$ cat src/rtl/spi_pkg.sv
// spi_pkg: shared SPI types and constants for the master and the slave bridge
package spi_pkg;
    typedef enum logic [2:0] {IDLE, SETUP, XFER, WAIT, HOLD, GAP} spi_state_e;
    localparam int SPI_FRAME_BITS = 8;
    localparam bit SPI_CPOL = 1'b0;
    localparam bit SPI_CPHA = 1'b0;
endpackage

$ cat src/rtl/spi_clk_div.sv
// spi_clk_div: half-period divider, one tick every CLK_DIV enabled cycles
module spi_clk_div #(
    parameter int CLK_DIV = 4
) (
    input  logic sclk,
    input  logic rst_n,
    input  logic en_i,
    input  logic clr_i,
    output logic tick_o
);
    logic [7:0] cnt_q;
    assign tick_o = en_i && cnt_q == 8'(CLK_DIV - 1);
    always_ff @(posedge sclk or negedge rst_n)
        if (!rst_n) cnt_q <= '0;
        else if (clr_i) cnt_q <= '0;
        else if (en_i) cnt_q <= tick_o ? '0 : cnt_q + 8'd1;
endmodule

$ cat src/rtl/spi_master_tx.sv
// spi_master_tx: mode-0 SPI master, MSB first, bursts under one chip select.
// Define SPI_MASTER_LOOPBACK_EN to add a loopback input that samples MOSI instead of MISO.
module spi_master_tx
    import spi_pkg::*;
#(
    parameter int CLK_DIV = 4,
    parameter int CS_GAP  = 2
) (
    input  logic       sclk,
    input  logic       rst_n,
    input  logic       tx_valid,
    output logic       tx_ready,
    input  logic [7:0] tx_data,
    input  logic       tx_last,
    output logic       rx_valid,
    output logic [7:0] rx_data,
    output logic       busy,
    output logic       spi_sck,
    output logic       spi_cs_n,
    output logic       spi_mosi,
    input  logic       spi_miso
`ifdef SPI_MASTER_LOOPBACK_EN
    ,
    input  logic       loopback
`endif
);
    spi_state_e state_q, state_d;
    logic       accept, tick, div_en, div_clr, rise_tick, fall_tick, last_bit, sample;
    logic [7:0] tx_sh_q, rx_sh_q, rx_data_q, gap_cnt_q;
    logic [2:0] bit_cnt_q;
    logic       last_q, sck_q, cs_n_q, mosi_q, rx_valid_q;

    if (CLK_DIV < 2) begin : g_bad_div
        $error("spi_master_tx: CLK_DIV must be at least 2");
    end

    assign accept    = tx_valid && tx_ready;
    assign rise_tick = tick && state_q == XFER && !sck_q;
    assign fall_tick = tick && state_q == XFER && sck_q;
    assign last_bit  = bit_cnt_q == 3'(SPI_FRAME_BITS - 1);
    assign div_clr   = state_d != state_q;
`ifdef SPI_MASTER_LOOPBACK_EN
    assign sample = loopback ? mosi_q : spi_miso;
`else
    assign sample = spi_miso;
`endif

    spi_clk_div #(.CLK_DIV(CLK_DIV)) u_div (
        .sclk   (sclk),
        .rst_n  (rst_n),
        .en_i   (div_en),
        .clr_i  (div_clr),
        .tick_o (tick)
    );

    always_ff @(posedge sclk or negedge rst_n)
        if (!rst_n) state_q <= IDLE;
        else state_q <= state_d;

    always_comb begin
        state_d = state_q;
        case (state_q)
            IDLE, WAIT: state_d = accept ? SETUP : state_q;
            SETUP:      state_d = tick ? XFER : SETUP;
            XFER:       state_d = (fall_tick && last_bit) ? (last_q ? HOLD : WAIT) : XFER;
            HOLD:       state_d = tick ? GAP : HOLD;
            GAP:        state_d = (tick && gap_cnt_q == 8'(CS_GAP - 1)) ? IDLE : GAP;
            default:    state_d = IDLE;
        endcase
    end

    // tx_ready is gated by rst_n so nothing is offered while reset is held
    always_comb begin
        tx_ready = rst_n && (state_q == IDLE || state_q == WAIT);
        busy     = state_q != IDLE;
        div_en   = !(state_q == IDLE || state_q == WAIT);
    end

    always_ff @(posedge sclk or negedge rst_n)
        if (!rst_n) begin
            tx_sh_q    <= '0;
            rx_sh_q    <= '0;
            rx_data_q  <= '0;
            gap_cnt_q  <= '0;
            bit_cnt_q  <= '0;
            last_q     <= 1'b0;
            sck_q      <= SPI_CPOL;
            cs_n_q     <= 1'b1;
            mosi_q     <= 1'b0;
            rx_valid_q <= 1'b0;
        end else begin
            rx_valid_q <= 1'b0;
            gap_cnt_q  <= state_q != GAP ? '0 : gap_cnt_q + 8'(tick);
            if (accept) begin
                tx_sh_q   <= tx_data;
                mosi_q    <= tx_data[7];
                last_q    <= tx_last;
                bit_cnt_q <= '0;
                cs_n_q    <= 1'b0;
            end
            if (state_q == HOLD && tick) cs_n_q <= 1'b1;
            if (tick && state_q == XFER) sck_q <= ~sck_q;
            if (rise_tick) rx_sh_q <= {rx_sh_q[6:0], sample};
            if (fall_tick) begin
                bit_cnt_q <= bit_cnt_q + 3'd1;
                if (last_bit) begin
                    rx_data_q  <= rx_sh_q;
                    rx_valid_q <= 1'b1;
                end else begin
                    tx_sh_q <= tx_sh_q << 1;
                    mosi_q  <= tx_sh_q[6];
                end
            end
        end

    assign rx_valid = rx_valid_q;
    assign rx_data  = rx_data_q;
    assign spi_sck  = sck_q;
    assign spi_cs_n = cs_n_q;
    assign spi_mosi = mosi_q;
endmodule

$ cat config.mk
export PLATFORM = sky130hd
export DESIGN_NAME = spi_master_tx
export DESIGN_NICKNAME = d
export VERILOG_FILES = /design/src/rtl/spi_pkg.sv /design/src/rtl/spi_clk_div.sv /design/src/rtl/spi_master_tx.sv
export SDC_FILE = /design/constraint.sdc
export NUM_CORES = 1
export LEC_CHECK = 0
export BUFFER_PORTS_ARGS = -buffer_cell sky130_fd_sc_hd__buf_2
export CAP_MARGIN = 15
export CORE_ASPECT_RATIO = 2
export CORE_MARGIN = 2
export CORE_UTILIZATION = 45
export CTS_CLUSTER_DIAMETER = 60
export CTS_CLUSTER_SIZE = 25
export DETAILED_ROUTE_END_ITERATION = 6
export PLACE_DENSITY = 0.68
export SYNTH_ARGS = -nofsm -noshare
export SYNTH_HDL_FRONTEND = slang
export SYNTH_SLANG_ARGS = --single-unit
$ cat constraint.sdc
create_clock -name sclk -period 2.71 [get_ports sclk]
set_input_delay 0 -clock sclk [delete_from_list [all_inputs] [get_ports sclk]]
set_output_delay 0 -clock sclk [all_outputs]
set_load 0.05 [all_outputs]
# Yosys cells after proc, flatten, opt, wreduce, memory -nomap -nowiden

Index checks and enable logic that the tools add are counted.

Flip-flop bits (word level): 51
Output and inout bits: 14
Bits of input ports: 13
Word-level logic and storage cells: 68

Add/sub/neg operators: 3
Eq/ne operators: 11
Multiplexer cells: 23
Reduce and logical (&&, ||, !) cells: 18
Bitwise logic cells: 1

Operators by type and width:

| cell                  | count |
|---|---|
| $mux W8               | 7 |
| $mux W3               | 6 |
| $pmux W3 S5           | 1 |
| $eq A3 B3 Y1 const B  | 3 |
| $logic_and A1 B1 Y1   | 9 |
| $add A8 B1 Y8         | 1 |
| $add A8 B1 Y8 const B | 1 |
| $eq A8 B1 Y1 const B  | 1 |
| $eq A8 B2 Y1 const B  | 1 |
| $mux W1               | 8 |
| $eq A3 B2 Y1 const B  | 2 |
| $reduce_bool A2 Y1    | 2 |
| $add A3 B1 Y3 const B | 1 |
| $eq A3 B1 Y1 const B  | 1 |
| $logic_not A3 Y1      | 1 |
| $ne A3 B3 Y1          | 1 |
| $ne A3 B3 Y1 const B  | 1 |
| $reduce_bool A3 Y1    | 1 |
| $logic_not A1 Y1      | 2 |
| $mux W2               | 1 |
| $ne A2 B2 Y1 const B  | 1 |
| $reduce_and A2 Y1     | 1 |
| $reduce_or A2 Y1      | 1 |
| $logic_or A1 B1 Y1    | 1 |
| $not A1 Y1            | 1 |

# Logic depth before layout (Yosys ltp)

Gate-level depths: netlist (run 1).

Depth after elaboration: 11
Mapped depth: 11
Depth with buffers taken out: 10

# By module

A second synthesis (run 1) with hierarchy kept.

Cell total of the unflattened synthesis: 221
Area, all modules: 2417.3 µm²

Modules (own cells, without submodules):

| module        | instances | seq. area each (µm²) | area an instance (µm²) | cells each |
|---|---|---|---|---|
| spi_master_tx | 1         | 1052.3               | 1978.1                 | 173 |
| spi_clk_div   | 1         | 200.2                | 439.2                  | 48 |

# Worst setup path after synthesis (run 1)

OpenSTA, ideal clock, no wires.

Kind: flip-flop to flip-flop
From: register u_div.cnt_q[0]
To: register gap_cnt_q[6]
Data required time: 2587 ps
Period minus slack after synthesis: 2246 ps
Setup time: 123 ps
Path slack: 464 ps
Cell stages (with the launch flop): 12
Arrival: 2123 ps
Buffers on the path: 1
Cells stage by stage: dfrtp_1 > ha_1 > nor4b_2 > buf_2 > nand2_1 > nor2_1 > ha_1 > ha_1 > and3_1 > nand3_1 > xor2_1 > nor2_1

Cells in the longest elaborated chain, start to end: 4

RTL lines:

| element                | RTL line            | source |
|---|---|---|
| from (decl)            | spi_clk_div.sv:11   | `logic [7:0] cnt_q;` |
| from (signal assigned) | spi_clk_div.sv:16   | `else if (en_i) cnt_q <= tick_o ? '0 : cnt_q + 8'd1;` |
| $eq A8 B2 Y1           | spi_clk_div.sv:12   | `assign tick_o = en_i && cnt_q == 8'(CLK_DIV - 1);` |
| $logic_and A1 B1 Y1    | spi_clk_div.sv:12   |  |
| $add A8 B1 Y8          | spi_master_tx.sv:93 | `gap_cnt_q <= state_q != GAP ? '0 : gap_cnt_q + 8'(tick);` |
| $mux W8                | spi_master_tx.sv:93 |  |
| to (signal assigned)   | spi_master_tx.sv:93 |  |
| to (decl)              | spi_master_tx.sv:29 | `logic [7:0] tx_sh_q, rx_sh_q, rx_data_q, gap_cnt_q;` |

Every way passes these cells.
A chain may end at the register's enable or synchronous reset.

# Worst setup path after layout (run 1)

Same ends and word-level chain as after synthesis.

==> flow_summary.yaml, run 1 <==
critical_path:
  worst_path_most_repeated_cell: "ha_1"
  worstPathArrival_ns: 2.53
  cp_slowest_stage_delay_ns: 0.45
  cp-end-kind: "flop"
  reg2reg_slack_ns: 0.38
  r2r-start: "u_div.cnt_q[0]$_DFFE_PN0P_"
  worst-path-buf-inv: 0
  slowest_stage: "nor4b_2"
  worstPathRequired_ns: 2.90
  crit_type: "reg -> reg"
  rr_worst_depth: 10
  worstSetupStartpoint: "u_div.cnt_q[0]$_DFFE_PN0P_"
  crit_cells: 10
  cp_max_fo: 6
  crit_path_start_kind: "flop"
  path_delay_family: "simple AND/OR/NAND/NOR gates"
  crit_chain: "ha_1 > nor4b_2 > nand2_1 > nor2_1 > ha_1 > ha_1 > and3_1 > nand3_1 > xor2_1 > nor2_1"
  reg2reg_to: "gap_cnt_q[6]$_DFF_PN0_"
synth:
  synthFlopType: "dfrtp_1"
  ys_seq_area_share_pct: 50.53
  synthTopCellsByArea: "dfrtp_1 (49%), mux2_2 (7.7%), mux2i_1 (3.6%)"
  synth_cell_types: 49
  synthCells: 224
  syn_area_per_cell_um2: 11.07
  ys.warnings.count: 0
  syn_nets: 242
  synth_edf_count: 0
  syn_area_mm2: 0.002479
  synth.top_cell.area_share_pct: 49.47
  async_flop_share_pct: 100.0
  synthTopCellsByCount: "dfrtp_1 (49), mux2_2 (17), nor2_1 (15), a21oi_1 (11)"
  synth.most_common_cell: "dfrtp_1"
  yosys.area.top_type: "dfrtp_1"
  ys_ff_latch: 50
layout:
  diodes: 0
  drive_above_1_share_pct: 27.07
  final_core_util_pct: 54.19
  fin_nets: 283
  register_area_mm2: 0.001252
  fillers: 485
  area_growth_pct: 17.47
  multi_input_area_mm2: 0.001169
  final_cells: 326
clock_network:
  clock_latency_ns: 0.31
  cts_resized: 0
  cts_buffers: 5
  cts_tree: "built"
  cts.sinks: 50
  cts_buffer_depth: 2
  cts.clk_slew.worst_paths_ns: 0.09
  root_buffer: "clkbuf_8"
  htree_levels: 2
place:
  dpl_worst_slack_ns: 0.3905
  post-place-cells: 312
  portBuffers: 26
  dp_hpwl_mm: 4.084
  gp_congestion: 0.8637
routing:
  wl_per_cell_um: 16.84
  route.detailed.drc: 0
  vias_per_cell: 5.715
  ant_nets: 0
  drt_first_iter_violations: 47
  wl_mm: 5.489
  vias: 1863
  firstDrtPassIters: 4
sta:
  layout_min_cycle_time_ns: 2.335
  post-route-period-util_pct: 86.15
  rsz0062_at_grt: "false"
  fin_ws_ns: 0.3755
  tns_ns: 0
  slew_headroom_pct: 60.04
  skew_ns: 0.009452
  worstMarginPinSlew_ns: 0.5948
  maxSlewViolCount: 0
  fmax_mhz: 428.4
  finalSetupViolCount: 0
  hold_violations: 0
global_route:
  grt_pass1_vias: 1932
  track_usage_pct: 19.44
  grt_pass1_wl_mm: 9.170
  grt_use_met1_pct: 19.83
  grt-ovfl-total: 0
  met2_usage_pct: 37.38
  grt_max_degree: 33
  antenna_found_initial: 0
  gr-usage-met3_pct: 2.372
  busiest_layer: "met2"
min_path:
  hp-start: "tx_data[4]"
  hp-class: "in -> reg"
  whs_endpoint: "tx_sh_q[4]$_DFF_PN0_"
  min_path_cells: 3
floorplan:
  num_rows: 38
  die_area_mm2: 0.006154
  start_util_pct: 46.13
  core_region_area_mm2: 0.005373
  die-height_um: 109.0
  ioPinCount: 27
  die_w_um: 56.48
flow_run:
  maxCapViolations: 0
power_and_ir_drop:
  power_mw: 2.386
  p_leak_nw: 1.351
  ir_drop_mv: 0.7339
  p_per_area_mw_per_mm2: 819.5
outcome:
  status: "complete, no violations"
metrics by stage:
stage	cell area (um2)	hold slack (ns)
CTS	2912	0.00008279
detailed placement	2739	-0.1128
global placement	2739	-0.1106
floorplan	2479	-0.2956
global route	2912	0.01496
finish	2912	0.002669
worst min-delay path: stages:
cell	delay (ns)
buf_2	0.07
mux2i_1	0.06
a21oi_1	0.13
cells by family (layout without fill, tap and decap cells):
group,Yosys count,after routing,synth area share (%)
AND/OR/NAND/NOR,76,76,17.47
XOR/XNOR,13,13,4.897
AO/OA/AOI/OAI,39,39,10.70
flip-flops,50,50,50.53
multiplexers,26,26,11.36
buffers and inverters,15,57,2.524
adder cells (fa/ha/maj),5,5,2.524
cells in the final DEF (no fill, tap or decap), drive strengths merged, types with 2 or more instances in the layout:
cell and count:
a2111oi 3, a21oi 11, a31oi 3, and2 2
and3 9, buf 39, clkbuf 5, dfrtp 49
dlygate4sd3 6, ha 5, inv 5, mux2 17
mux2i 9, nand2 9, nand2b 2, nand3 7
nand3b 5, nand4 4, nor2 17, nor2b 3
nor3 3, nor4 7, nor4b 2, o2111ai 3
o21ai 8, o22a 2, xnor2 4, xor2 9
state kept, by name, indices dropped and copies added (netlist names):
register and count:
spi_cs_n 1, u_div.cnt_q 8, last_q 1, tx_sh_q 7
spi_sck 1, gap_cnt_q 8, bit_cnt_q 3, spi_mosi 1
rx_data 8, state_q 3, rx_valid 1, rx_sh_q 8
power by group:
part | leakage [nW] | internal [mW] | switching, mW
Combinational | 0.629 | 0.330 | 0.492
Sequential | 0.663 | 0.881 | 0.152
Clock | 0.0585 | 0.277 | 0.255
worst max path at each step:
stage                              to  slack [ns]
5_1_grt        gap_cnt_q[6]$_DFF_PN0_         0.1
2_1_floorplan  gap_cnt_q[6]$_DFF_PN0_        0.46
3_3_place_gp   gap_cnt_q[6]$_DFF_PN0_        0.46
4_1_cts        gap_cnt_q[6]$_DFF_PN0_        0.36
6_report       gap_cnt_q[6]$_DFF_PN0_        0.38
3_5_place_dp   gap_cnt_q[6]$_DFF_PN0_        0.39
per-layer routing:
metal	vias up	wire length, um
met4	0	182
met3	11	149
met2	36	3112
met5	-	0
met1	913	2044
li1	903	-
cell type report:
| cell class | count | share of cell area (%) |
|---|---|---|
| clock buffers | 5 | 2.364 |
| clock inverters | 3 | 1.504 |
| inverters | 4 | 0.5157 |
| multi-input cells | 159 | 40.14 |
| flip-flops and latches | 50 | 43.02 |
| well taps | 60 | 2.578 |
| repair buffers | 45 | 9.884 |
timing repair:
item / CTS / global route
hold endpoints to repair: 23 / 0
setup buffers: 0 / 0
hold buffers: 6 / 0
Power figures use the tool's default switching activity.
==> run 2, diff against run 1 <==
--- a/config.mk
+++ b/config.mk
@@ -5,7 +5,7 @@
 export SDC_FILE = /design/constraint.sdc
 export NUM_CORES = 1
 export LEC_CHECK = 0
-export BUFFER_PORTS_ARGS = -buffer_cell sky130_fd_sc_hd__buf_2
+export ABC_AREA = 1
 export CAP_MARGIN = 15
 export CORE_ASPECT_RATIO = 2
 export CORE_MARGIN = 2
@@ -13,7 +13,8 @@
 export CTS_CLUSTER_DIAMETER = 60
 export CTS_CLUSTER_SIZE = 25
 export DETAILED_ROUTE_END_ITERATION = 6
-export PLACE_DENSITY = 0.68
+export DONT_BUFFER_PORTS = 1
+export PLACE_DENSITY = 0.64
 export SYNTH_ARGS = -nofsm -noshare
 export SYNTH_HDL_FRONTEND = slang
 export SYNTH_SLANG_ARGS = --single-unit
==> run 2 against run 1 <==
Utilization shrank 2.1 points. Die area down 0.72%. First-iteration DRC count fell by 17%. Synthesized cell count increased by 29%. Clock power increased by 0.9%. Register-to-register slack better by 0.28 ns. Flip-flop and latch count stayed put. Global-route usage decreased by 1.2 points. Critical path type unchanged.
==> flow_summary.yaml, run 2 <==
critical_path:
  crit_cells: 12
  worstPathArrival_ns: 2.26
  cp_max_fo: 4
  worst_path_most_repeated_cell: "nand2_1"
  rr_worst_depth: 12
  slowest_stage: "dfrtp_1"
  crit_path_start_kind: "flop"
  worstPathRequired_ns: 2.92
  crit_chain: "ha_1 > nand2_1 > nor2_1 > nand2_1 > nor2_1 > ha_1 > ha_1 > nand2_1 > nor3_1 > nand2_1 > o21ai_0 > a21oi_1"
  cp_slowest_stage_delay_ns: 0.40
  crit_type: "reg -> reg"
  cp-end-kind: "flop"
  worst-path-buf-inv: 0
  path_delay_family: "simple AND/OR/NAND/NOR gates"
clock_network:
  cts.sinks: 50
  cts_buffers: 5
  clock_latency_ns: 0.31
  cts_buffer_depth: 2
  htree_levels: 2
  cts.clk_slew.worst_paths_ns: 0.09
  root_buffer: "clkbuf_8"
  cts_tree: "built"
synth:
  syn_area_per_cell_um2: 8.482
  synth.top_cell.area_share_pct: 49.85
  async_flop_share_pct: 100.0
  synthTopCellsByArea: "dfrtp_1 (50%), nand2_1 (10%), o21ai_0 (5.9%)"
  synthTopCellsByCount: "nand2_1 (67), dfrtp_1 (49), inv_1 (37), nor2_1 (30), o21ai_0 (29)"
  synth.most_common_cell: "nand2_1"
  syn_nets: 308
  synth_edf_count: 0
  syn_area_mm2: 0.002460
  synthFlopType: "dfrtp_1"
  ys.warnings.count: 0
  ys_ff_latch: 50
  yosys.area.top_type: "dfrtp_1"
  synth_cell_types: 33
  ys_seq_area_share_pct: 50.92
  synthCells: 290
power_and_ir_drop:
  ir_drop_mv: 0.7057
  p_leak_nw: 1.314
  p_per_area_mw_per_mm2: 764.2
min_path:
  hp-class: "in -> reg"
  min_path_cells: 3
routing:
  drt_first_iter_violations: 39
  vias: 1910
  wl_met1_mm: 1.913
  wl_per_cell_um: 13.07
  ant_nets: 0
  vias_per_cell: 5.162
  wl_mm: 4.837
  firstDrtPassIters: 4
  route.detailed.drc: 0
  met3WireLength_um: 143
  wl_met2_mm: 2.634
  highest-signal-layer: "met4"
layout:
  layout_commonest_cell: "nand2_1"
  fillers: 519
  final_core_util_pct: 52.10
  fin_nets: 328
  register_area_mm2: 0.001252
  multi_input_area_mm2: 0.001026
  mostFrequentLayoutCells: "nand2_1 (67), dfrtp_1 (49), inv_1 (37)"
  area_growth_pct: 13.78
  drive_above_1_share_pct: 15.48
  diodes: 0
sta:
  slew_headroom_pct: 66.18
  fmax_mhz: 487.3
  worstMarginPinSlew_ns: 0.5055
  layout_min_cycle_time_ns: 2.052
  post-route-period-util_pct: 75.72
  fin_ws_ns: 0.6580
  finalSetupViolCount: 0
  maxSlewViolCount: 0
  rsz0062_at_grt: "false"
  tns_ns: 0
  skew_ns: 0.01208
  holdWs_ns: 0.07203
  hold_violations: 0
global_route:
  grt_pass1_wl_mm: 8.556
  antenna_found_initial: 0
  track_usage_pct: 18.21
  grt-ovfl-total: 0
  grt_max_degree: 51
  grt_pass1_vias: 1935
place:
  gp_congestion: 0.8193
  portBuffers: 0
  dpl_worst_slack_ns: 0.6233
  dp_hpwl_mm: 3.351
floorplan:
  ioPinCount: 27
  die-height_um: 108.6
  die_w_um: 56.28
  start_util_pct: 45.78
  num_rows: 38
  core_region_area_mm2: 0.005373
  die_area_mm2: 0.006110
outcome:
  status: "complete, no violations"
flow_run:
  maxCapViolations: 0
## run 2: cell count changes after synthesis, sizes merged, moves of 9 or more
cell | previous run | this run
mux2 | 17 | 0
nand2 | 9 | 70
and3 | 9 | 0
inv | 4 | 41
nor2 | 17 | 45
o21ai | 8 | 32
mux2i | 9 | 0
## run 2: final timing paths
path                       slack [ns]                      to                        from
min in group asynchronous        0.20  gap_cnt_q[6]$_DFF_PN0_                       rst_n
setup reg to reg                 0.66  gap_cnt_q[6]$_DFF_PN0_  u_div.cnt_q[0]$_DFFE_PN0P_
max in group asynchronous        2.22    spi_cs_n$_DFFE_PN1P_                       rst_n
hold / removal                   0.07    spi_cs_n$_DFFE_PN1P_                    tx_valid
setup / recovery                 0.66  gap_cnt_q[6]$_DFF_PN0_  u_div.cnt_q[0]$_DFFE_PN0P_
hold reg to reg                  0.48  gap_cnt_q[7]$_DFF_PN0_      gap_cnt_q[7]$_DFF_PN0_
## run 2: routing by layer
| layer | global-route usage [%] | vias to the layer above |
|---|---|---|
| met3 | 3.828 | 14 |
| met1 | 19.17 | 908 |
| met4 | 9.524 | 0 |
| met2 | 33.28 | 25 |
| met5 | 0 | - |
| li1 | - | 963 |
## run 2: report_power, final
group          internal, mW  leakage, nW  switching, mW
sequential            0.852        0.666         0.0974
combinational         0.212        0.590          0.441
clock                 0.295       0.0573          0.242
## run 2: logic make-up after synthesis
family          Yosys count  synth area share [%]
compound gates           52                 12.87
xor+xnor                  4                 1.424
fa+ha+maj                 5                 2.543
buf+inv                  46                 7.375
flops                    50                 50.92
simple gates            133                 24.87
## run 2: area by class of cell
class,instances,area share [%]
timing repair buffer,17,6.258
multi-input combinational,194,36.66
tap,60,2.682
inverter,42,5.633
clock inverter,1,1.073
clock buffer,6,2.950
sequential,50,44.75
## run 2: what timing repair did
action                    CTS  global route
resized for setup           0             0
hold endpoints to repair   60             0
hold buffers               12             0
setup buffers               0             0
## run 2: tightest hold or removal path, stage by stage
cell and delay (ns):
nand3_2 0.20, nand2_1 0.08, nand2_1 0.06
## run 2: through the flow
stage	instances	area [um2]	power [mW]
6_report	370	2799	2.139
3_3_place_gp	351	2549	1.580
5_1_grt	370	2799	2.276
3_5_place_dp	351	2549	1.584
2_1_floorplan	290	2460	1.433
4_1_cts	370	2799	2.165
